--- src/rtl/mips_fetch_unit.sv ---
// mips_fetch_unit: owns the PC and the instruction register of the MIPS core.
// It fetches one instruction at a time over a req/ready handshake, holds it
// for the datapath, and forms the next PC from the control unit's pc_src.
// Optional build macro: MIPS_FETCH_MISALIGN_TRAP_EN turns a PC with nonzero
// low bits (next PC or RESET_PC) into a sticky fetch_err and the ERR state.
module mips_fetch_unit #(
   parameter logic [31:0] RESET_PC = 32'h0000_0000,
   parameter int unsigned MAX_WAIT = 16
) (
   input  logic        clk,
   input  logic        rst,
   output logic        imem_req,
   output logic [31:0] imem_addr,
   input  logic        imem_ready,
   input  logic [31:0] imem_rdata,
   output logic        instr_valid,
   output logic [31:0] instr,
   output logic [5:0]  opcode,
   output logic [5:0]  function_bits,
   output logic [4:0]  rs,
   output logic [4:0]  rt,
   output logic [4:0]  rd,
   output logic [15:0] imm,
   output logic [31:0] pc,
   output logic [31:0] pc_plus4,
   input  logic        exec_done,
   input  logic [1:0]  pc_src,
   input  logic [31:0] jr_addr,
   output logic        fetch_err
);

   // Wait counter only has to reach MAX_WAIT-1: the MAX_WAIT-th idle cycle trips the error.
   localparam int unsigned    WCW       = (MAX_WAIT > 1) ? $clog2(MAX_WAIT) : 1;
   localparam logic [WCW-1:0] WAIT_LAST = WCW'(MAX_WAIT - 1);

`ifdef MIPS_FETCH_MISALIGN_TRAP_EN
   localparam logic BOOT_MISALIGN = (RESET_PC[1:0] != 2'b00);
`else
   localparam logic BOOT_MISALIGN = 1'b0;
`endif

   typedef enum logic [1:0] {
      ST_BOOT  = 2'b00,
      ST_FETCH = 2'b01,
      ST_ISSUE = 2'b10,
      ST_ERR   = 2'b11
   } state_t;

   state_t         state_r;
   logic [31:0]    pc_r;
   logic [31:0]    instr_r;
   logic [WCW-1:0] wait_cnt_r;
   logic           imem_req_r;
   logic           instr_valid_r;
   logic           fetch_err_r;

   logic [31:0]    pc_plus4_s;
   logic [31:0]    br_off_s;
   logic [31:0]    next_pc_s;
   logic           misalign_s;

   // Next-PC selection from the control unit's decision (all 32-bit wrap-around).
   always_comb begin
      pc_plus4_s = pc_r + 32'd4;
      br_off_s   = {{14{instr_r[15]}}, instr_r[15:0], 2'b00};
      next_pc_s  = pc_plus4_s;
      case (pc_src)
         2'b00:   next_pc_s = pc_plus4_s;
         2'b01:   next_pc_s = pc_plus4_s + br_off_s;
         2'b10:   next_pc_s = {pc_plus4_s[31:28], instr_r[25:0], 2'b00};
         2'b11:   next_pc_s = jr_addr;
         default: next_pc_s = pc_plus4_s;
      endcase
   end

`ifdef MIPS_FETCH_MISALIGN_TRAP_EN
   assign misalign_s = (next_pc_s[1:0] != 2'b00);
`else
   assign misalign_s = 1'b0;
`endif

   // Fetch/issue sequencer with registered request, valid and error flags.
   always_ff @(posedge clk or posedge rst) begin
      if (rst) begin
         state_r       <= ST_BOOT;
         pc_r          <= RESET_PC;
         instr_r       <= 32'h0000_0000;
         wait_cnt_r    <= '0;
         imem_req_r    <= 1'b0;
         instr_valid_r <= 1'b0;
         fetch_err_r   <= 1'b0;
      end else begin
         case (state_r)
            ST_BOOT: begin
               if (BOOT_MISALIGN) begin
                  state_r     <= ST_ERR;
                  fetch_err_r <= 1'b1;
                  imem_req_r  <= 1'b0;
               end else begin
                  state_r     <= ST_FETCH;
                  imem_req_r  <= 1'b1;
               end
            end
            ST_FETCH: begin
               if (imem_ready) begin
                  instr_r       <= imem_rdata;
                  wait_cnt_r    <= '0;
                  imem_req_r    <= 1'b0;
                  instr_valid_r <= 1'b1;
                  state_r       <= ST_ISSUE;
               end else if (wait_cnt_r == WAIT_LAST) begin
                  wait_cnt_r    <= '0;
                  imem_req_r    <= 1'b0;
                  fetch_err_r   <= 1'b1;
                  state_r       <= ST_ERR;
               end else begin
                  wait_cnt_r    <= wait_cnt_r + WCW'(1);
               end
            end
            ST_ISSUE: begin
               if (exec_done) begin
                  // pc is written even when trapping so the offending value is visible.
                  pc_r          <= next_pc_s;
                  instr_valid_r <= 1'b0;
                  if (misalign_s) begin
                     fetch_err_r <= 1'b1;
                     imem_req_r  <= 1'b0;
                     state_r     <= ST_ERR;
                  end else begin
                     imem_req_r  <= 1'b1;
                     state_r     <= ST_FETCH;
                  end
               end else begin
                  state_r <= ST_ISSUE;
               end
            end
            ST_ERR: begin
               imem_req_r    <= 1'b0;
               instr_valid_r <= 1'b0;
               state_r       <= ST_ERR;
            end
            default: begin
               imem_req_r    <= 1'b0;
               instr_valid_r <= 1'b0;
               fetch_err_r   <= 1'b1;
               state_r       <= ST_ERR;
            end
         endcase
      end
   end

   assign imem_req      = imem_req_r;
   assign imem_addr     = pc_r;
   assign instr_valid   = instr_valid_r;
   assign instr         = instr_r;
   assign opcode        = instr_r[31:26];
   assign function_bits = instr_r[5:0];
   assign rs            = instr_r[25:21];
   assign rt            = instr_r[20:16];
   assign rd            = instr_r[15:11];
   assign imm           = instr_r[15:0];
   assign pc            = pc_r;
   assign pc_plus4      = pc_plus4_s;
   assign fetch_err     = fetch_err_r;

endmodule
--- config.mk ---
export PLATFORM = sky130hd
export DESIGN_NAME = mips_fetch_unit
export DESIGN_NICKNAME = d
export VERILOG_FILES = /design/src/rtl/mips_fetch_unit.sv
export SDC_FILE = /design/constraint.sdc
export NUM_CORES = 1
export LEC_CHECK = 0
export BUFFER_PORTS_ARGS = -buffer_cell sky130_fd_sc_hd__buf_2
export CORE_MARGIN = 5
export CORE_UTILIZATION = 45
export CTS_CLUSTER_DIAMETER = 50
export DETAILED_ROUTE_END_ITERATION = 10
export HOLD_SLACK_MARGIN = 0.02
export PLACE_DENSITY = 0.87
export SLEW_MARGIN = 15
export SYNTH_ARGS = -nofsm -noshare
export SYNTH_HDL_FRONTEND = slang
export SYNTH_SLANG_ARGS = --single-unit
export TNS_END_PERCENT = 100
--- constraint.sdc ---
create_clock -name clk -period 3.7 [get_ports clk]
set_clock_uncertainty 0.15 [all_clocks]
set_input_delay 0.185 -clock clk [delete_from_list [all_inputs] [get_ports clk]]
set_output_delay 0.185 -clock clk [all_outputs]
set_load 0.02 [all_outputs]
# [After elaboration in Yosys (flattened, before gate mapping)]
# Index checks and enable logic that the tools add are counted.
[word_totals] regBits=73 in_bits=70
[classes] add_sub_neg=3 eq_ne=10 muxes=14 bitwise=1 n_reduce_logical=8
[op_table] operator="case mux 32 bit (4 select lines)" n=1
[op_table] operator="adder 32 x 3 -> 32 bit (second input constant)" n=1
[op_table] operator="adder 32 bit" n=1
[op_table] operator="equality test 2 bit (second input constant)" n=4
[op_table] operator="2-to-1 mux 4 bit" n=2
[op_table] operator="case mux 2 bit (4 select lines)" n=1
[op_table] operator="2-to-1 mux 2 bit" n=3
[op_table] operator="AND reduction 2 bit" n=3
[op_table] operator="AND reduction 3 bit" n=2
[op_table] operator="2-to-1 mux 1 bit" n=5
[op_table] operator="adder 4 x 1 -> 4 bit (second input constant)" n=1
[op_table] operator="equality test 2 x 1 -> 1 bit (second input constant)" n=2
[op_table] operator="equality test 4 bit (second input constant)" n=1
[op_table] operator="zero test 2 bit" n=2
[op_table] operator="inequality test 2 bit (second input constant)" n=2
[op_table] operator="case mux 1 bit (4 select lines)" n=1
[op_table] operator="inequality test 3 bit (second input constant)" n=1
[op_table] operator="case mux 1 bit (3 select lines)" n=1
[op_table] operator="nonzero test 3 bit" n=1
[op_table] operator="inverter 1 bit" n=1

# [Longest topological paths before layout]
[depth] ltp_word=4 depth_mapped=18

# [Worst setup path before layout]
# Ideal clock, no wire load.
[synth_timing] path_type="register to register" start="register pc_r[3] (netlist: imem_addr[3])" end="register pc_r[29] (netlist: imem_addr[29])" setup_ns=0.135 t_arrival_ns=3.859 t_required_ns=3.415 slack_ns=-0.444 stages_incl_launch_ff=19 period_less_slack_ns=4.144 cell_sequence="dfrtp_1 -> ha_1 -> nand2_1 -> nor2_1 -> nand3_1 -> nor2_1 -> nand3_1 -> or2_1 -> xnor2_1 -> ha_1 -> a21oi_1 -> o21ai_0 -> a21o_1 -> a21o_1 -> a21o_1 -> a21oi_1 -> o31ai_1 -> xnor2_1 -> a21oi_1"
[synth_between] elab_chain_cells=3
[synth_lines] element="start, declared" line="50" text="logic [31:0] pc_r;"
[synth_lines] element="start signal, assigned" line="123" text="pc_r <= next_pc_s;"
[synth_lines] element="adder 32 x 3 -> 32 bit" line="64" text="pc_plus4_s = pc_r + 32'd4;"
[synth_lines] element="net pc_plus4[22]" line="25" text="output logic [31:0] pc_plus4,"
[synth_lines] element="adder 32 bit" line="69" text="2'b01: next_pc_s = pc_plus4_s + br_off_s;"
[synth_lines] element="case mux 32 bit (4 select lines)" line="67" text="case (pc_src)"
# The timed path passes the listed nets, and every way through them passes these cells.
# A chain may end at the register's enable or synchronous reset.

# [Worst setup path in the final report]
[layout_timing] start="register pc_r[4] (netlist: imem_addr[4])" end="register pc_r[16] (netlist: imem_addr[16])"
[layout_between] elab_chain_cells=3
[layout_lines] element="adder 32 x 3 -> 32 bit *" line="64"
[layout_lines] element="adder 32 bit" line="69"
[layout_lines] element="case mux 32 bit (4 select lines) *" line="67"
# Mark *: on every way between the ends. The rest lies on a longest branch, timed or not.

==> impl_metrics.toml <==
[detailed_routing]
drt_pre_antenna_iters = 5
drtIter0Drc = 676
drc = 0
wl_per_cell_microns = 20.28
vias = 6609
antenna_violating_nets_left = 0
drt_wl_total_mm = 22.81
ratio_of_routed_vias_to_standard_cells = 5.875

[power_and_ir_drop]
sequential_share_of_power = 0.411
net-switching-power_mw = 0.4359
cellInternalPower_mw = 1.508
power_switching_share = 0.2242
totalPowerFinal_mw = 1.944
combPwrFrac = 0.082
clockPowerShare = 0.507
leakage_nw = 4.717
max-vdd-ir-drop_uv = 296.0
power.density_cell_area_nw_per_um2 = 225.2

[timing]
final_critical_path_setup_slack_ps = -59.80
grt_setup_unrepaired = "true"
finalMaxSlewViolations = 0
achievable-frequency_mhz = 266.0
min_tclk_post_route_ps = 3760
final_hold_vio_count = 0
setup_violations = 3
worst_slew_pin_slew_ps = 867.4
timing.max_slew.rel_slack = 0.4217
post-route-period-util = 1.016
setup_total_negative_slack_ps = -121.4

[critical_path]
crit_type = "reg -> reg"
capturing_element_of_the_worst_setup_path = "imem_addr[16]$_DFFE_PP0P_"
critical_path.startpoint_type = "flop"
rr_worst_depth = 13
worstReg2RegEnd = "imem_addr[16]$_DFFE_PP0P_"
r2r-start = "imem_addr[4]$_DFFE_PP0P_"
rrSetupSlack_ps = -60
cp-end-kind = "flop"
cp_data_arrival_time_ps = 3850
worst_ep_required_time_ps = 3790
critical_path.startpoint = "imem_addr[4]$_DFFE_PP0P_"
critPathMaxFanout = 5

[clock_tree]
clk-insertion-delay-late_ps = 350
cts-root-to-sink-buffers = 2
cts_tree = "done"
clk_transition_reported_paths_ps = 70
cts_sinks = 73
cts-buffers-inserted = 9
cts_root_buf = "clkbuf_16"
cts_htree_levels = 3

[synth]
syn_area_per_cell_sq_um = 8.991
mappedNetlistArea_sq_um = 6231
postSynthCellCount = 693
synth_top_flop_cell = "dfrtp_1"
synth_seq_area_share = 0.2932
synth-edff-count = 0
register_bit_total_from_synthesis = 73
yosys.cell_types.count = 64
yosys_warnings = 0
syn_nets = 800
synth-async-reset-ratio = 1.000

[die]
fp.dieW_microns = 127.7
pin_count = 244
core.rowCount = 43
core_area_sq_um = 13720
die-height_microns = 127.7
floorplan.die_area_sq_um = 16300
floorplan.initialDensity = 0.4542

[placement]
placed_cells = 1046
place.port_buffers = 243
preCtsSetupSlack_ps = -56.03
detailed_place_hpwl_mm = 15.81
gpl.final_weighted_congestion = 0.9745

[final_layout]
fillers = 1074
post_layout_nonfiller_instances = 1125
utilization = 0.6291
seqCellArea_sq_um = 1846
multi_input_comb_area_sq_um = 4121
syn2layout_area_growth_pct = 38.51
antenna_fix_cells = 0
nNetsFinal = 1047
post_route_cells_drive_above_1_share = 0.4709

[grt]
first_global_vias = 6152
global_route.overflow_total = 0
gr-usage-all-layers = 0.2526
initial_antenna_violation_count = 0
grt_start_max_net_pins = 46
grt_pass1_wl_mm = 32.70

[outcome]
failed_checks = "negative setup slack"
status = "complete, but fails checks"

[run]
drv.max_cap_violation_count = 0

[worst_hold_path]
min_path_cells = 5
worstHoldPathType = "in -> reg"
-- cell families (layout without fill, tap and decap cells) --
logic type | count (synthesis) | count (layout) | share of synthesized area
multiplexers | 60 | 60 | 0.1255
flip-flops | 73 | 73 | 0.2932
buffers and inverters | 121 | 373 | 0.1195
AO/OA/AOI/OAI | 164 | 164 | 0.1733
adder cells (fa/ha/maj) | 37 | 37 | 0.07550
XOR/XNOR | 50 | 50 | 0.07028
AND/OR/NAND/NOR | 188 | 188 | 0.1428
-- how the worst min path moves through the flow --
stage           startpoint                         to  slack, ps
6_report       jr_addr[29]  imem_addr[29]$_DFFE_PP0P_         90
2_1_floorplan   imem_ready  wait_cnt_r[3]$_DFFE_PP0P_        140
3_5_place_dp           rst      instr[19]$_DFFE_PP0P_        220
3_3_place_gp           rst      instr[19]$_DFFE_PP0P_        210
4_1_cts        jr_addr[29]  imem_addr[29]$_DFFE_PP0P_         90
5_1_grt         jr_addr[7]   imem_addr[7]$_DFFE_PP0P_        100
-- metal layers --
layer / wire length (microns) / track usage / vias to the layer above / part of all wire
li1: - / - / 2915 / -
met1: 8665 / 0.3244 / 3178 / 0.38
met2: 11210 / 0.4203 / 428 / 0.49
met3: 1970 / 0.05125 / 88 / 0.086
met4: 969 / 0.09800 / 0 / 0.042
met5: 0 / 0 / - / 0
-- cell type report --
class                      instances  area share
clock buffer                      12     0.02972
clock inverter                     4    0.008843
inverter                          16    0.007104
multi-input combinational        499      0.4775
sequential                        73      0.2138
tap                              180     0.02609
timing repair buffer             341      0.2369
-- worst max-delay path, cell delays in order, from the launching register on --
cell,delay [ps]
dfrtp_2,470
buf_4,190
xor2_2,290
ha_1,340
nor2b_4,150
o31a_1,270
o31a_1,310
o41ai_4,370
buf_4,180
nand2_1,140
xor2_1,200
mux4_2,460
nand2_1,80
nand2_1,50
-- cell usage after synthesis (4+ instances only) --
cell type  instances  area, sq um
a21oi_1           51        255.2
o22ai_1            4        25.02
mux4_2            11        247.7
buf_4             77        578.1
mux2i_1           14        140.1
nor2_1            37        138.9
o21bai_1           4        30.03
and3_1             9        56.30
inv_1             16        60.06
nand2b_1           5        31.28
a21o_1            13        97.59
o21a_1             6        45.04
xnor2_1           35        306.5
nand2_1           80        300.3
o21ai_0           24        120.1
nor3_1             8        40.04
clkbuf_1          20        75.07
mux2_2            35        394.1
buf_1              7        26.28
xor2_1            15        131.4
nand4_1            9        56.30
dfrtp_1           73         1827
a31oi_1            8        50.05
ha_1              36        450.4
o31ai_1            4        30.03
nand3_1           22        110.1
o21ai_1           10        50.05
-- stage by stage --
stage	area, sq um	hold WS, ps
final	8631	90.38
after floorplan	6436	143.2
after detailed placement	7455	218.2
after CTS	8229	90.67
after global routing	8631	97.80
after global placement	7455	209.7
-- registers in the layout, indices dropped and copies added, names as in the netlist --
name and cells:
instr 32, instr_valid 1, fetch_err 1, state_r 2, imem_addr 32, imem_req 1
wait_cnt_r 4
-- what timing repair did --
action                     in CTS  in global routing
resized for setup               8                 45
hold buffers                   37                  0
buffers inserted                5                 21
hold endpoints to repair       80                  0
pin swaps                       4                 29
setup endpoints to repair       5                 14
-- power groups by stage --
stage	Sequential, mW	Combinational (mW)	Clock [mW]
floorplan	0.813	0.0646	0
detailed placement	0.813	0.126	0
CTS	0.798	0.157	0.987
global placement	0.813	0.124	0
global route	0.798	0.173	1.03
finish	0.798	0.160	0.986
-- cells in the final DEF (no fill, tap or decap), drive strengths merged, types with 4 or more instances in the layout --
cell type and instances:
a21oi 52, o31ai 4, nand2b 5, dfrtp 73, mux2i 14, buf 304, mux4 11, xnor2 35
o21a 6, o21bai 4, a21o 13, o21ai 34, o22ai 4, xor2 15, nor2 37, nand4 10
a31oi 8, clkbuf 12, mux2 35, and3 9, nor3 9, ha 36, nand3 22, dlygate4sd3 37
inv 15, nand2 80
Power figures use the tool's default switching activity.
